[config.mk]
export PLATFORM = sky130hd
export DESIGN_NAME = tdm_demux_8x2_flat
export DESIGN_NICKNAME = d
export VERILOG_FILES = /design/src/rtl/tdm_demux_8x2_if.sv /design/src/rtl/tdm_demux_8x2.sv /design/src/flat_wrapper.sv
export SDC_FILE = /design/constraint.sdc
export NUM_CORES = 1
export LEC_CHECK = 0
export CORE_ASPECT_RATIO = 1.1
export CORE_UTILIZATION = 42
export CTS_CLUSTER_DIAMETER = 120
export DETAILED_ROUTE_END_ITERATION = 8
export PLACE_DENSITY = 0.72
export SLEW_MARGIN = 0
export SYNTH_ARGS = -nofsm -noshare
export SYNTH_HDL_FRONTEND = slang
export SYNTH_SLANG_ARGS = --single-unit
[constraint.sdc]
create_clock -name clk -period 1.5 [get_ports clk]
set_input_delay 0.225 -clock clk [delete_from_list [all_inputs] [get_ports clk]]
set_output_delay 0.225 -clock clk [all_outputs]
set_load 0.005 [all_outputs]
[src/rtl/tdm_demux_8x2_if.sv]
// Link-side bundle of the 8x2 TDM demultiplexer.
// master: the mux side plus the lane consumers. It drives the muxed streams, the
//         enables and sync, and receives the slot select and the rebuilt frame.
// slave : the demultiplexer itself.
// Signals
//   din1/din2       muxed streams (lanes 0..3 / lanes 4..7)
//   e1_n/e2_n       active-low stream enables
//   sync            frame-start marker, high in the cycle that carries slot 0
//   sela/selb       slot select, LSB/MSB
//   out0..out7      reconstructed lanes
//   frame_valid     pulse: a full frame was just published
//   sync_err        pulse: a sync mid-frame dropped the partial frame
//   locked          high while the receiver is framing
interface tdm_demux_8x2_if #(
    parameter int unsigned WIDTH = 1
);
    logic [WIDTH-1:0] din1;
    logic [WIDTH-1:0] din2;
    logic             e1_n;
    logic             e2_n;
    logic             sync;
    logic             sela;
    logic             selb;
    logic [WIDTH-1:0] out0;
    logic [WIDTH-1:0] out1;
    logic [WIDTH-1:0] out2;
    logic [WIDTH-1:0] out3;
    logic [WIDTH-1:0] out4;
    logic [WIDTH-1:0] out5;
    logic [WIDTH-1:0] out6;
    logic [WIDTH-1:0] out7;
    logic             frame_valid;
    logic             sync_err;
    logic             locked;

    modport master (
        output din1, din2, e1_n, e2_n, sync,
        input  sela, selb, out0, out1, out2, out3, out4, out5, out6, out7,
        input  frame_valid, sync_err, locked
    );

    modport slave (
        input  din1, din2, e1_n, e2_n, sync,
        output sela, selb, out0, out1, out2, out3, out4, out5, out6, out7,
        output frame_valid, sync_err, locked
    );
endinterface

[src/rtl/tdm_demux_8x2.sv]
// Receive end of the 8x2 TDM link. Rebuilds eight lanes from two muxed streams
// of four slots each, drives the slot select back to the mux, and publishes
// all eight lanes together as one registered frame.
// Ports
//   clk   rising-edge clock
//   rst   synchronous, active-high reset
//   bus   tdm_demux_8x2_if.slave. It carries din1/din2, e1_n/e2_n and sync in,
//         and sela/selb, out0..out7, frame_valid, sync_err and locked out.
module tdm_demux_8x2 #(
    parameter int unsigned WIDTH = 1
) (
    input  logic                 clk,
    input  logic                 rst,
    tdm_demux_8x2_if.slave       bus
);
    localparam int unsigned LANES = 8;

    typedef enum logic {
        IDLE = 1'b0,
        RUN  = 1'b1
    } state_t;

    state_t                      state_q, state_d;
    logic [1:0]                  cnt_q, cnt_d;
    logic [LANES-1:0][WIDTH-1:0] sh_q, sh_d;
    logic [LANES-1:0][WIDTH-1:0] out_q, out_d;
    logic                        fv_q, fv_d;
    logic                        se_q, se_d;
    logic                        locked_q;
    logic [WIDTH-1:0]            cap1, cap2;

    // A disabled stream contributes zeros. The enable is taken in the same cycle as the data.
    assign cap1 = bus.din1 & {WIDTH{~bus.e1_n}};
    assign cap2 = bus.din2 & {WIDTH{~bus.e2_n}};

    // Registers
    always_ff @(posedge clk) begin
        if (rst) begin
            state_q  <= IDLE;
            cnt_q    <= 2'd0;
            sh_q     <= '0;
            out_q    <= '0;
            fv_q     <= 1'b0;
            se_q     <= 1'b0;
            locked_q <= 1'b0;
        end else begin
            state_q  <= state_d;
            cnt_q    <= cnt_d;
            sh_q     <= sh_d;
            out_q    <= out_d;
            fv_q     <= fv_d;
            se_q     <= se_d;
            locked_q <= (state_d == RUN);
        end
    end

    // Next state: slot capture, framing and publish
    always_comb begin
        state_d = state_q;
        cnt_d   = cnt_q;
        sh_d    = sh_q;
        out_d   = out_q;
        fv_d    = 1'b0;
        se_d    = 1'b0;
        case (state_q)
            IDLE: begin
                if (bus.sync) begin
                    sh_d    = '0;
                    sh_d[0] = cap1;
                    sh_d[4] = cap2;
                    cnt_d   = 2'd1;
                    state_d = RUN;
                end
            end
            RUN: begin
                if (bus.sync && (cnt_q != 2'd0)) begin
                    // A sync in the middle of a frame drops the partial frame.
                    // This cycle is re-used as slot 0 of the new frame.
                    sh_d    = '0;
                    sh_d[0] = cap1;
                    sh_d[4] = cap2;
                    cnt_d   = 2'd1;
                    se_d    = 1'b1;
                end else begin
                    sh_d[{1'b0, cnt_q}] = cap1;
                    sh_d[{1'b1, cnt_q}] = cap2;
                    cnt_d               = cnt_q + 2'd1;
                    if (cnt_q == 2'd3) begin
                        // Slot 3 bypasses the shadow so that the whole frame updates on one edge.
                        out_d    = sh_q;
                        out_d[3] = cap1;
                        out_d[7] = cap2;
                        fv_d     = 1'b1;
                    end
                end
            end
            default: state_d = IDLE;
        endcase
    end

    assign bus.sela        = cnt_q[0];
    assign bus.selb        = cnt_q[1];
    assign bus.out0        = out_q[0];
    assign bus.out1        = out_q[1];
    assign bus.out2        = out_q[2];
    assign bus.out3        = out_q[3];
    assign bus.out4        = out_q[4];
    assign bus.out5        = out_q[5];
    assign bus.out6        = out_q[6];
    assign bus.out7        = out_q[7];
    assign bus.frame_valid = fv_q;
    assign bus.sync_err    = se_q;
    assign bus.locked      = locked_q;
endmodule

[src/flat_wrapper.sv]
// flat-port wrapper written by rule: the top's interface ports become plain ports
module tdm_demux_8x2_flat 
#(
    parameter int unsigned WIDTH = 1
)
  (clk, rst, bus_din1, bus_din2, bus_e1_n, bus_e2_n, bus_sync, bus_sela, bus_selb, bus_out0, bus_out1, bus_out2, bus_out3, bus_out4, bus_out5, bus_out6, bus_out7, bus_frame_valid, bus_sync_err, bus_locked);
  tdm_demux_8x2_if #(.WIDTH(WIDTH)) bus_i ();
  input  logic clk;
  input  logic rst;
  input wire logic [$bits(bus_i.din1)-1:0] bus_din1;
  input wire logic [$bits(bus_i.din2)-1:0] bus_din2;
  input wire logic [$bits(bus_i.e1_n)-1:0] bus_e1_n;
  input wire logic [$bits(bus_i.e2_n)-1:0] bus_e2_n;
  input wire logic [$bits(bus_i.sync)-1:0] bus_sync;
  output wire logic [$bits(bus_i.sela)-1:0] bus_sela;
  output wire logic [$bits(bus_i.selb)-1:0] bus_selb;
  output wire logic [$bits(bus_i.out0)-1:0] bus_out0;
  output wire logic [$bits(bus_i.out1)-1:0] bus_out1;
  output wire logic [$bits(bus_i.out2)-1:0] bus_out2;
  output wire logic [$bits(bus_i.out3)-1:0] bus_out3;
  output wire logic [$bits(bus_i.out4)-1:0] bus_out4;
  output wire logic [$bits(bus_i.out5)-1:0] bus_out5;
  output wire logic [$bits(bus_i.out6)-1:0] bus_out6;
  output wire logic [$bits(bus_i.out7)-1:0] bus_out7;
  output wire logic [$bits(bus_i.frame_valid)-1:0] bus_frame_valid;
  output wire logic [$bits(bus_i.sync_err)-1:0] bus_sync_err;
  output wire logic [$bits(bus_i.locked)-1:0] bus_locked;
  assign bus_i.din1 = bus_din1;
  assign bus_i.din2 = bus_din2;
  assign bus_i.e1_n = bus_e1_n;
  assign bus_i.e2_n = bus_e2_n;
  assign bus_i.sync = bus_sync;
  assign bus_sela = bus_i.sela;
  assign bus_selb = bus_i.selb;
  assign bus_out0 = bus_i.out0;
  assign bus_out1 = bus_i.out1;
  assign bus_out2 = bus_i.out2;
  assign bus_out3 = bus_i.out3;
  assign bus_out4 = bus_i.out4;
  assign bus_out5 = bus_i.out5;
  assign bus_out6 = bus_i.out6;
  assign bus_out7 = bus_i.out7;
  assign bus_frame_valid = bus_i.frame_valid;
  assign bus_sync_err = bus_i.sync_err;
  assign bus_locked = bus_i.locked;
  tdm_demux_8x2 #(.WIDTH(WIDTH)) u_core (.clk(clk), .rst(rst), .bus(bus_i));
endmodule
==> Word-level counts from Yosys, hierarchy flattened <==
Cells that the tools add are included.
{ "totals": {"regBits": 21, "out_inout_bits": 13} }
{ "classes": {"addsub": 1, "order_cmp": 4, "n_eq_ne": 2, "muxes": 16, "bitwise_logic": 6, "n_reduce_logical": 7} }
{ "ops": {"columns": ["operator", "count"], "rows": [
  ["$bwmux 8", 2],
  ["$mux 8", 2],
  ["$pmux 8 s2", 1],
  ["$mux 1", 6],
  ["$demux 1 s2", 2],
  ["$lt 2x4->1 const B", 1],
  ["$lt 3x4->1 const B", 1],
  ["$mux 2", 2],
  ["$not 1->1", 4],
  ["$pmux 2 s2", 1],
  ["$ge 3x1->1 const B", 1],
  ["$logic_and 1x1->1", 3],
  ["$reduce_and 3->1", 1],
  ["$reduce_or 3->1", 1],
  ["$add 2x1->2 const B", 1],
  ["$and 1x1->1", 2],
  ["$eq 2x2->1 const B", 1],
  ["$ge 2x1->1 const B", 1],
  ["$ne 2x2->1 const B", 1],
  ["$reduce_bool 2->1", 1],
  ["$reduce_or 2->1", 1]
]} }

==> Logic depth before layout (Yosys ltp) <==
Gate-level depths: netlist of the first run.
{ "depth": {"ltp_word": 8, "depth_mapped": 7} }

==> Least setup slack after synthesis of the first run <==
Ideal clock, no wire load.
{ "synth_timing": {"path_kind": "reg2reg", "from": "reg u_core.cnt_q[1]", "to": "reg u_core.out_q, in the netlist u_core.bus.out1", "setup_ns": 0.119, "arrival_time_ns": 1.343, "setup_slack_ns": 0.038, "path_stages_with_launch": 8, "n_path_buf": 2, "synth_period_minus_slack_ns": 1.462, "path_cell_list": "dfxtp_1 > inv_1 > ha_1 > nand2b_1 > buf_6 > and3_4 > buf_6 > mux2i_1"} }
{ "synth_via": {"elab_chain_len": 4, "elab_cells_between_ends": 5, "classes_between": "eq/ne (1); bitwise (1); reduce/logical (3)"} }
{ "synth_rtl": {"columns": ["element", "line", "rtl"], "rows": [
  ["start, declared", "tdm_demux_8x2.sv:24", "logic [1:0] cnt_q, cnt_d;"],
  ["start signal, assigned", "tdm_demux_8x2.sv:48", "cnt_q <= cnt_d;"],
  ["$reduce_bool 2->1", "tdm_demux_8x2.sv:76", "if (bus.sync && (cnt_q != 2'd0)) begin"],
  ["$logic_and 1x1->1", "tdm_demux_8x2.sv:76", null],
  ["$not 1->1 (no line)", null, null],
  ["$reduce_and 3->1 (no line) (*)", null, null],
  ["end signal, assigned", "tdm_demux_8x2.sv:50", "out_q <= out_d;"],
  ["end, declared", "tdm_demux_8x2.sv:26", "logic [LANES-1:0][WIDTH-1:0] out_q, out_d;"]
]} }
Mark *: on every way between the ends. The rest lies on a longest branch, timed or not.
A chain may end at the register's enable or synchronous reset.

==> Worst setup path after layout of the first run <==
{ "layout_timing": {"from": "reg u_core.locked_q, in the netlist u_core.bus.locked", "to": "out bus_locked"} }
{ "layout_lines": {"columns": ["element", "line", "rtl"], "rows": [
  ["start, declared", "tdm_demux_8x2.sv:29", "logic locked_q;"],
  ["start signal, assigned", "tdm_demux_8x2.sv:53", "locked_q <= (state_d == RUN);"],
  ["end, declared", "flat_wrapper.sv:27", "output wire logic [$bits(bus_i.locked)-1:0] bus_locked;"]
]} }
No word-level cell between the ends.

==> results of run 1 <==
-- cell type report --
class	instances	area, um2	share of cell area [%]
sequential	19	386.6	35.35
tap	27	33.78	3.089
inverter	4	15.01	1.373
clock buffer	4	26.28	2.403
timing repair buffer	23	225.2	20.59
multi-input combinational	54	406.6	37.19
-- where the power goes --
group	switching [W]	total, W	internal [W]
combinational	0.0000554	0.000119	0.0000632
sequential	0.00000804	0.000523	0.000515
clock	0.000142	0.000245	0.000103
-- metal layers --
layer	global-route usage [%]	wire, um	share of wire [%]
met2	24.75	745	50
met4	4.545	19	1.3
met5	0	0	0
met3	3.731	70	4.7
met1	20.52	665	44
-- cell usage after synthesis, types with 2 or more instances --
| cell type | n |
|---|---|
| o22ai_1 | 5 |
| dfxtp_1 | 19 |
| mux2i_1 | 9 |
| nor2_1 | 5 |
| buf_6 | 2 |
| nand2b_1 | 15 |
| ha_1 | 5 |
| a31oi_1 | 3 |
| clkbuf_1 | 2 |
| nand3_1 | 2 |
| inv_1 | 4 |
-- layout by cell type (no fill, tap or decap), drive strengths merged --
cell type and n:
a311oi 1, dlymetal6s2s 2, nand2b 15, inv 4, and3 1, nor3b 1, a32oi 1, mux2i 9
a21o 1, a21boi 1, nor2 5, buf 4, a31oi 3, nor3 1, or3b 1, nand3 3
dfxtp 19, ha 5, clkbuf 4, o22ai 5, clkdlybuf4s50 17, nand2 1
-- cells by family (layout without fill, tap and decap cells) --
logic type                 Yosys count  in the layout  synth area share [%]
buffers and inverters                9             31                 5.996
muxes                                9              9                 10.80
adders and majority gates            5              5                 7.496
and+or+nand+nor                     28             28                 20.24
AOI/OAI and AO/OA                   12             12                 9.896
DFF                                 19             19                 45.58
-- through the flow --
stage / util, % / total power (W) / hold slack, ns / setup TNS, ns
after CTS: 59.48 / 0.0009005 / 0.4847 / 0
after global routing: 60.03 / 0.0009426 / 0.5009 / 0
after detailed placement: 57.83 / 0.0006529 / 0.4640 / -0.1311
after floorplan: - / 0.0006049 / 0.3767 / 0
final: 60.03 / 0.0008868 / 0.4796 / 0
after global placement: 57.83 / 0.0006505 / 0.4611 / 0
-- worst reg2reg max path: cells and delay by family, from the launching register on --
family	cells	cell delay (ns)
and+or+nand+nor	2	0.49
DFF	1	0.33
muxes	1	0.21
adders and majority gates	1	0.19
buffers and inverters	1	0.10
-- worst max path at each step --
stage,startpoint,end,slack [ns],depth (start not counted)
2_1_floorplan,u_core.cnt_q[1]$_SDFFE_PP0P_,u_core.bus.out1$_SDFFE_PP0P_,0.04,7
3_3_place_gp,bus_sync,u_core.bus.out0$_SDFFE_PP0P_,0.04,4
3_5_place_dp,bus_sync,u_core.bus.out1$_SDFFE_PP0P_,-0.06,4
4_1_cts,u_core.bus.locked$_SDFF_PP0_,bus_locked,0.003,1
5_1_grt,u_core.bus.locked$_SDFF_PP0_,bus_locked,0.0002,1
6_report,u_core.bus.locked$_SDFF_PP0_,bus_locked,0.06,1
-- what timing repair did --
action,CTS,global route
gates resized for setup,2,5
gates cloned,0,0
pin swaps,0,0
endpoints found under the setup margin,2,3
==> impl_metrics.env, run 1 <==
export IMPL_finalInstanceArea_um2=1094
export IMPL_period_needed_ns=1.444
export IMPL_ys_flop_type="dfxtp_1"
export IMPL_max_slew_margin_pct=78.88
export IMPL_crit_required_ns=1.27
export IMPL_drive_gt1_share_pct=13.46
export IMPL_cts_inserted_buffers=3
export IMPL_synthTopCellsByArea="dfxtp_1 (46%), nand2b_1 (11%), mux2i_1 (11%), ha_1 (7.5%), o22ai_1 (3.7%)"
export IMPL_ys_warn_count=0
export IMPL_reg_largest_list="u_core.sh_q x6, u_core.cnt_q x2"
export IMPL_dpl_worst_slack_ns=-0.06379
export IMPL_htree_levels=1
export IMPL_path_clk_slew_ns=0.09
export IMPL_ys_ff_latch=19
export IMPL_crit_fanout=11
export IMPL_cts_setup_buffers=0
export IMPL_cp_end_kind="output port"
export IMPL_run_status="finished, final reports clean"
export IMPL_rows=16
export IMPL_yosysUniqueCellTypes=22
export IMPL_drt_pass1_iter_count=4
export IMPL_finalWorstSetupSlack_ns=0.05591
export IMPL_synthArstFlopShare_pct=0
export IMPL_setup_violations=0
export IMPL_start_util_pct=45.81
export IMPL_hold_buffers=0
export IMPL_arrival_ns=1.22
export IMPL_n_fill_cell=164
export IMPL_hold_viol_final=0
export IMPL_synth_edf_count=0
export IMPL_regMostFlops="u_core.sh_q"
export IMPL_wl_um=1500
export IMPL_clock_sinks=19
export IMPL_r2r_cells=5
export IMPL_die_area_um2=2169
export IMPL_avgSynthCellArea_um2=10.18
export IMPL_synth_area_um2=834.6
export IMPL_powerDensity_nw_per_um2=811.0
export IMPL_seq_area_frac_synth_pct=45.58
export IMPL_yosys_area_top_type_share_pct=45.58
export IMPL_coreArea_um2=1822
export IMPL_die_y_um=48.75
export IMPL_finalMaxSlewViolations=0
export IMPL_synth_area_leader_cell="dfxtp_1"
export IMPL_path_class="flop to output port"
export IMPL_crit_path_start_kind="flop"
export IMPL_cp_cell_sequence="clkdlybuf4s50_1"
export IMPL_hold_depth=2
export IMPL_slowest_stage="clkdlybuf4s50_1"
export IMPL_drc=0
export IMPL_placed_area_um2=1054
export IMPL_min_to="u_core.bus.out0$_SDFFE_PP0P_"
export IMPL_crit_buf_inv=1
export IMPL_hpwl_um=1120
export IMPL_grt_pass1_wl_um=2553
export IMPL_syn_nets=94
export IMPL_crit_family="buffers and inverters"
export IMPL_die_w_um=44.50
export IMPL_wl_per_cell_um=11.45
export IMPL_timing_rr_start="u_core.cnt_q[1]$_SDFFE_PP0P_"
export IMPL_nets=117
export IMPL_clock_root_buffer="clkbuf_4"
export IMPL_grt_max_degree=21
export IMPL_rsz0062_at_grt="no"
export IMPL_io_buffers=19
export IMPL_viasPerCell=4.947
export IMPL_grt_antenna_before_repair=0
export IMPL_grt_pass1_vias=611
export IMPL_finClkSkew_ns=0.001805
export IMPL_hold_path_class="flop to flop"
export IMPL_antenna_left=0
export IMPL_antenna_cells=0
export IMPL_syn_inst=82
export IMPL_cap_violations=0
export IMPL_slowest_delay_ns=0.52
export IMPL_worstSkewPairLatency_ns=0.29
export IMPL_largest_reg_flops=6
export IMPL_cts_buffer_depth=2
export IMPL_num_vias=648
export IMPL_area_growth_pct=31.03
export IMPL_drt_iter0_drc=2
export IMPL_peakVddDrop_mv=0.5632
export IMPL_dp_cells=127
export IMPL_grt_usage_pct=15.53
export IMPL_fmax_ghz=0.6925
export IMPL_tightest_slew_ns=0.3157
export IMPL_r2r_setup_slack_ns=0.11
export IMPL_final_cell_count_no_fill=131
export IMPL_ios=20
export IMPL_finalCritPeriodShare_pct=96.27
export IMPL_worstReg2RegEnd="u_core.bus.out1$_SDFFE_PP0P_"
export IMPL_gp_congestion=0.7932
export IMPL_cts_tree="done"
export IMPL_p_leak_nw=0.4484
export IMPL_hold_path_startpoint="u_core.bus.out0$_SDFFE_PP0P_"
export IMPL_grt_ovfl_total=0
(Power assumes the default switching activity.)
==> run 2, diff against run 1 <==
Settings changed: ABC_AREA set to 1, SKIP_LAST_GASP set to 1.
==> impl_metrics.env, run 2 <==
export IMPL_cts_setup_buffers=0
export IMPL_clock_root_buffer="clkbuf_4"
export IMPL_peakVddDrop_mv=0.8042
export IMPL_n_fill_cell=157
export IMPL_htree_levels=1
export IMPL_gp_congestion=0.7782
export IMPL_yosys_area_top_type_share_pct=46.77
export IMPL_synth_edf_count=0
export IMPL_worstSkewPairLatency_ns=0.29
export IMPL_cts_inserted_buffers=3
export IMPL_drc=0
export IMPL_r2r_setup_slack_ns=0.14
export IMPL_final_common_cell="nor2_1"
export IMPL_syn_inst=107
export IMPL_crit_path_start_kind="flop"
export IMPL_synth_area_leader_cell="dfxtp_1"
export IMPL_slowest_delay_ns=0.49
export IMPL_grt_pass1_wl_um=2587
export IMPL_antenna_cells=0
export IMPL_cp_cell_sequence="buf_4, clkdlybuf4s50_1"
export IMPL_rows=16
export IMPL_reg_largest_list="u_core.sh_q x6, u_core.cnt_q x2"
export IMPL_hold_path_startpoint="u_core.sh_q[6]$_SDFFE_PP0P_"
export IMPL_synth_area_um2=813.3
export IMPL_setup_violations=0
export IMPL_die_area_um2=2116
export IMPL_worstReg2RegEnd="u_core.bus.out5$_SDFFE_PP0P_"
export IMPL_final_cell_mix="nor2_1 (20), nand2_1 (18), clkdlybuf4s50_1 (18)"
export IMPL_antenna_left=0
export IMPL_crit_fanout=4
export IMPL_cts_tree="done"
export IMPL_ios=20
export IMPL_num_vias=758
export IMPL_powerDensity_nw_per_um2=835.6
export IMPL_crit_buf_inv=2
export IMPL_grt_usage_pct=17.15
export IMPL_r2r_cells=8
export IMPL_avgSynthCellArea_um2=7.601
export IMPL_drive_gt1_share_pct=13.53
export IMPL_cts_buffer_depth=2
export IMPL_path_class="flop to output port"
export IMPL_drt_pass1_iter_count=6
export IMPL_ys_ff_latch=19
export IMPL_crit_family="buffers and inverters"
export IMPL_hold_path_class="flop to flop"
export IMPL_synth_most_common_cell="nor2_1"
export IMPL_rsz0062_at_grt="yes"
export IMPL_max_slew_margin_pct=80.07
export IMPL_fmax_ghz=0.6882
export IMPL_cp_end_kind="output port"
export IMPL_drt_iter0_drc=18
export IMPL_yosysUniqueCellTypes=15
export IMPL_period_needed_ns=1.453
export IMPL_clock_sinks=19
export IMPL_die_y_um=48.15
export IMPL_cap_violations=0
export IMPL_finalCritPeriodShare_pct=96.88
export IMPL_io_buffers=19
export IMPL_timing_rr_start="u_core.cnt_q[1]$_SDFFE_PP0P_"
export IMPL_timing_setup_tns_ns=0
export IMPL_die_w_um=43.96
export IMPL_tightest_slew_ns=0.2978
export IMPL_arrival_ns=1.23
export IMPL_p_leak_nw=0.5068
export IMPL_nets=146
export IMPL_crit_required_ns=1.27
export IMPL_wl_um=1636
export IMPL_regMostFlops="u_core.sh_q"
export IMPL_synth_commonest_cells="nor2_1 (20), dfxtp_1 (19), nand2_1 (18)"
export IMPL_ys_flop_type="dfxtp_1"
export IMPL_finalMaxSlewViolations=0
export IMPL_grt_antenna_before_repair=0
export IMPL_path_clk_slew_ns=0.11
export IMPL_area_growth_pct=34.15
export IMPL_hpwl_um=1238
export IMPL_grt_max_degree=12
export IMPL_hold_depth=2
export IMPL_wl_per_cell_um=10.83
export IMPL_ys_warn_count=0
export IMPL_synthTopCellsByArea="dfxtp_1 (47%), nor2_1 (9.2%), nand2_1 (8.3%), ha_1 (7.7%), a21oi_1 (5.5%)"
export IMPL_seq_area_frac_synth_pct=46.77
export IMPL_syn_nets=119
export IMPL_coreArea_um2=1802
export IMPL_largest_reg_flops=6
export IMPL_min_to="u_core.sh_q[6]$_SDFFE_PP0P_"
export IMPL_finClkSkew_ns=0.003424
export IMPL_synthArstFlopShare_pct=0
export IMPL_slowest_stage="clkdlybuf4s50_1"
export IMPL_hold_viol_final=0
export IMPL_grt_pass1_vias=614
export IMPL_run_status="finished, final reports clean"
export IMPL_final_core_util_pct=60.56
export IMPL_grt_ovfl_total=0
export IMPL_start_util_pct=45.14
export IMPL_viasPerCell=5.020
run 2: how the worst max path moves through the flow:
stage                                 startpoint                            to  slack, ns  depth (start not counted)
floorplan           u_core.cnt_q[1]$_SDFFE_PP0P_  u_core.bus.out0$_SDFFE_PP0P_       0.23                          8
global placement                        bus_sync  u_core.bus.out3$_SDFFE_PP0P_      -0.02                          7
detailed placement                      bus_sync  u_core.bus.out3$_SDFFE_PP0P_      -0.04                          7
CTS                 u_core.cnt_q[0]$_SDFFE_PP0P_                      bus_sela     0.0009                          2
global route        u_core.cnt_q[1]$_SDFFE_PP0P_  u_core.bus.out4$_SDFFE_PP0P_     -0.008                          8
finish              u_core.cnt_q[1]$_SDFFE_PP0P_                      bus_selb       0.05                          2
run 2: final cells by class:
type                            instances  area [um2]  area share, %
Clock inverter                          1       5.005         0.4587
Inverter                               13       48.80          4.472
Tap cell                               18       22.52          2.064
Sequential cell                        19       384.1          35.21
Timing Repair Buffer                   23       222.7          20.41
Multi-Input combinational cell         74       385.4          35.32
Clock buffer                            3       22.52          2.064
run 2: metrics by stage:
step / power [W] / setup slack (ns) / instances / area [um2] / hold slack [ns]
2_1_floorplan: 0.0006108 / 0.2256 / 107 / 813.3 / 0.3831
3_5_place_dp: 0.0006720 / -0.04176 / 147 / 1052 / 0.4578
5_1_grt: 0.0009640 / -0.007680 / 151 / 1091 / 0.4970
3_3_place_gp: 0.0006692 / -0.02429 / 147 / 1052 / 0.4527
6_report: 0.0009117 / 0.04686 / 151 / 1091 / 0.4700
4_1_cts: 0.0009196 / 0.0008933 / 151 / 1081 / 0.4715
run 2: kinds of logic after synthesis:
logic type               after synthesis  synth area share [%]
flip-flops                            19                 46.77
buffers and inverters                 14                 6.461
AO/OA/AOI/OAI                         18                 12.46
AND/OR/NAND/NOR                       51                 26.61
adder cells (fa/ha/maj)                5                 7.692
run 2: worst reg2reg max path, cell delays in order, from the launching register on:
cell     delay [ns]
dfxtp_2        0.33
inv_1          0.10
ha_1           0.19
inv_2          0.05
nand2_1        0.13
nand2_1        0.11
nor2_4         0.18
o21ai_0        0.11
nor2_1         0.10
run 2: power breakdown:
part / total (W) / switching (W) / internal (W)
Clock: 0.000249 / 0.000150 / 0.0000990
Sequential: 0.000527 / 0.00000874 / 0.000518
Combinational: 0.000135 / 0.0000727 / 0.0000627
run 2: repair_timing:
action,4_1_cts,5_1_grt
endpoints found under the setup margin,1,10
cloned,0,0
hold buffers,0,0
gates resized for setup,1,4
run 2: routing by layer:
| metal | part of all wire (%) | up-vias | track usage, % |
|---|---|---|---|
| met5 | 0 | - | 0 |
| met4 | 0.55 | 0 | 6.061 |
| met3 | 4.3 | 2 | 4.444 |
| met2 | 48 | 20 | 30.15 |
| met1 | 47 | 344 | 20.78 |
| li1 | - | 392 | - |
==> run 3, diff against run 2 <==
Settings changed: PLACE_DENSITY 0.72 to 0.81.
==> impl_metrics.env, run 3 (same netlist as run 2, synthesis figures left out) <==
export IMPL_ios=20
export IMPL_cp_end_kind="output port"
export IMPL_die_area_um2=2116
export IMPL_crit_fanout=6
export IMPL_start_util_pct=45.14
export IMPL_met2_usage_pct=32.24
export IMPL_drc=0
export IMPL_cts_setup_buffers=0
export IMPL_p_leak_nw=0.5217
export IMPL_wl_per_cell_um=11.04
export IMPL_powerDensity_nw_per_um2=838.6
export IMPL_clock_sinks=19
export IMPL_path_class="flop to output port"
export IMPL_n_fill_cell=142
export IMPL_nets=146
export IMPL_slowest_delay_ns=0.51
export IMPL_max_slew_margin_pct=76.01
export IMPL_grt_pass1_vias=663
export IMPL_reg_largest_list="u_core.sh_q x6, u_core.cnt_q x2"
export IMPL_period_needed_ns=1.425
export IMPL_rsz0062_at_grt="no"
export IMPL_final_common_cell="nor2_1"
export IMPL_coreArea_um2=1802
export IMPL_worstSkewPairLatency_ns=0.30
export IMPL_multi_input_area_um2=385.4
export IMPL_whs_ns=0.4685
export IMPL_grt_ovfl_total=0
export IMPL_gp_congestion=0.8225
export IMPL_wl_um=1667
export IMPL_cap_violations=0
export IMPL_crit_family="buffers and inverters"
export IMPL_die_y_um=48.15
export IMPL_hold_path_class="flop to flop"
export IMPL_crit_path_start_kind="flop"
export IMPL_cts_tree="done"
export IMPL_final_cell_mix="nor2_1 (20), nand2_1 (18), clkdlybuf4s50_1 (17)"
export IMPL_rows=16
export IMPL_crit_buf_inv=1
export IMPL_arrival_ns=1.20
export IMPL_path_clk_slew_ns=0.10
export IMPL_slowest_stage="clkdlybuf4s50_1"
export IMPL_die_w_um=43.96
export IMPL_grt_antenna_before_repair=0
export IMPL_hold_viol_final=0
export IMPL_regMostFlops="u_core.sh_q"
export IMPL_hold_depth=2
export IMPL_clock_root_buffer="clkbuf_4"
export IMPL_peakVddDrop_mv=0.5061
export IMPL_cp_depth=1
export IMPL_seqCellArea_um2=384.1
export IMPL_cp_cell_sequence="clkdlybuf4s50_1"
export IMPL_finClkSkew_ns=0.005406
export IMPL_cts_buffer_depth=2
export IMPL_grt_max_degree=11
export IMPL_met3_usage_pct=4.444
export IMPL_finalMaxSlewViolations=0
export IMPL_run_status="finished, final reports clean"
export IMPL_grt_use_met1_pct=20.78
export IMPL_htree_levels=1
export IMPL_fmax_ghz=0.7019
export IMPL_antenna_cells=0
export IMPL_setup_violations=0
export IMPL_io_buffers=19
export IMPL_tightest_slew_ns=0.3585
export IMPL_num_vias=748
export IMPL_finalCritPeriodShare_pct=94.98
export IMPL_grt_usage_pct=18.35
export IMPL_cts_inserted_buffers=3
export IMPL_drt_pass1_iter_count=6
export IMPL_timing_setup_tns_ns=0
export IMPL_viasPerCell=4.954
export IMPL_antenna_left=0
export IMPL_r2r_cells=8
export IMPL_grt_busiest_layer="met2"
export IMPL_hpwl_um=1263
export IMPL_largest_reg_flops=6
export IMPL_area_growth_pct=34.31
export IMPL_drt_iter0_drc=15
export IMPL_drive_gt1_share_pct=12.78
export IMPL_crit_required_ns=1.27
export IMPL_grt_pass1_wl_um=2739
==> run 3: worst paths after layout <==
kind	from	end	slack [ns]
worst max-delay path	u_core.bus.locked$_SDFF_PP0_	bus_locked	0.08
worst min-delay path	u_core.sh_q[1]$_SDFFE_PP0P_	u_core.sh_q[1]$_SDFFE_PP0P_	0.47
worst max register to register	u_core.cnt_q[1]$_SDFFE_PP0P_	u_core.bus.out2$_SDFFE_PP0P_	0.12
worst min register to register	u_core.sh_q[1]$_SDFFE_PP0P_	u_core.sh_q[1]$_SDFFE_PP0P_	0.47
==> run 3: stage by stage <==
| stage | total power (W) | util, % | area, um2 | instances | worst slack (ns) |
|---|---|---|---|---|---|
| after CTS | 0.0009231 | 60.00 | 1081 | 151 | 0.008923 |
| after floorplan | 0.0006108 | - | 813.3 | 107 | 0.2256 |
| after detailed placement | 0.0006717 | 58.40 | 1052 | 147 | -0.03773 |
| after global routing | 0.0009628 | 60.62 | 1092 | 151 | 0.004646 |
| after global placement | 0.0006684 | 58.40 | 1052 | 147 | 0.04218 |
| final | 0.0009161 | 60.62 | 1092 | 151 | 0.07537 |
==> run 3: what timing repair did <==
| action | in CTS | in global routing |
|---|---|---|
| hold buffers | 0 | 0 |
| endpoints found under the setup margin | 2 | 6 |
| gates cloned | 0 | 0 |
| gates resized for setup | 2 | 4 |
==> run 3: cell type report <==
cell class,count,area share (%)
clock buffer,4,2.405
timing repair buffer,23,20.62
inverter,13,4.467
tap,18,2.062
multi-input combinational,74,35.28
sequential,19,35.17
==> run 3: routing by layer <==
| layer | routed length [um] | part of all wire [%] |
|---|---|---|
| met1 | 764 | 46 |
| met2 | 802 | 48 |
| met3 | 54 | 3.2 |
| met4 | 46 | 2.8 |
| met5 | 0 | 0 |
==> run 3: where the power goes <==
part	switching (W)	internal (W)	total (W)	leakage (nW)
combinational	0.0000729	0.0000622	0.000135	0.352
sequential	0.00000824	0.000518	0.000526	0.155
clock	0.000151	0.000104	0.000255	0.0150
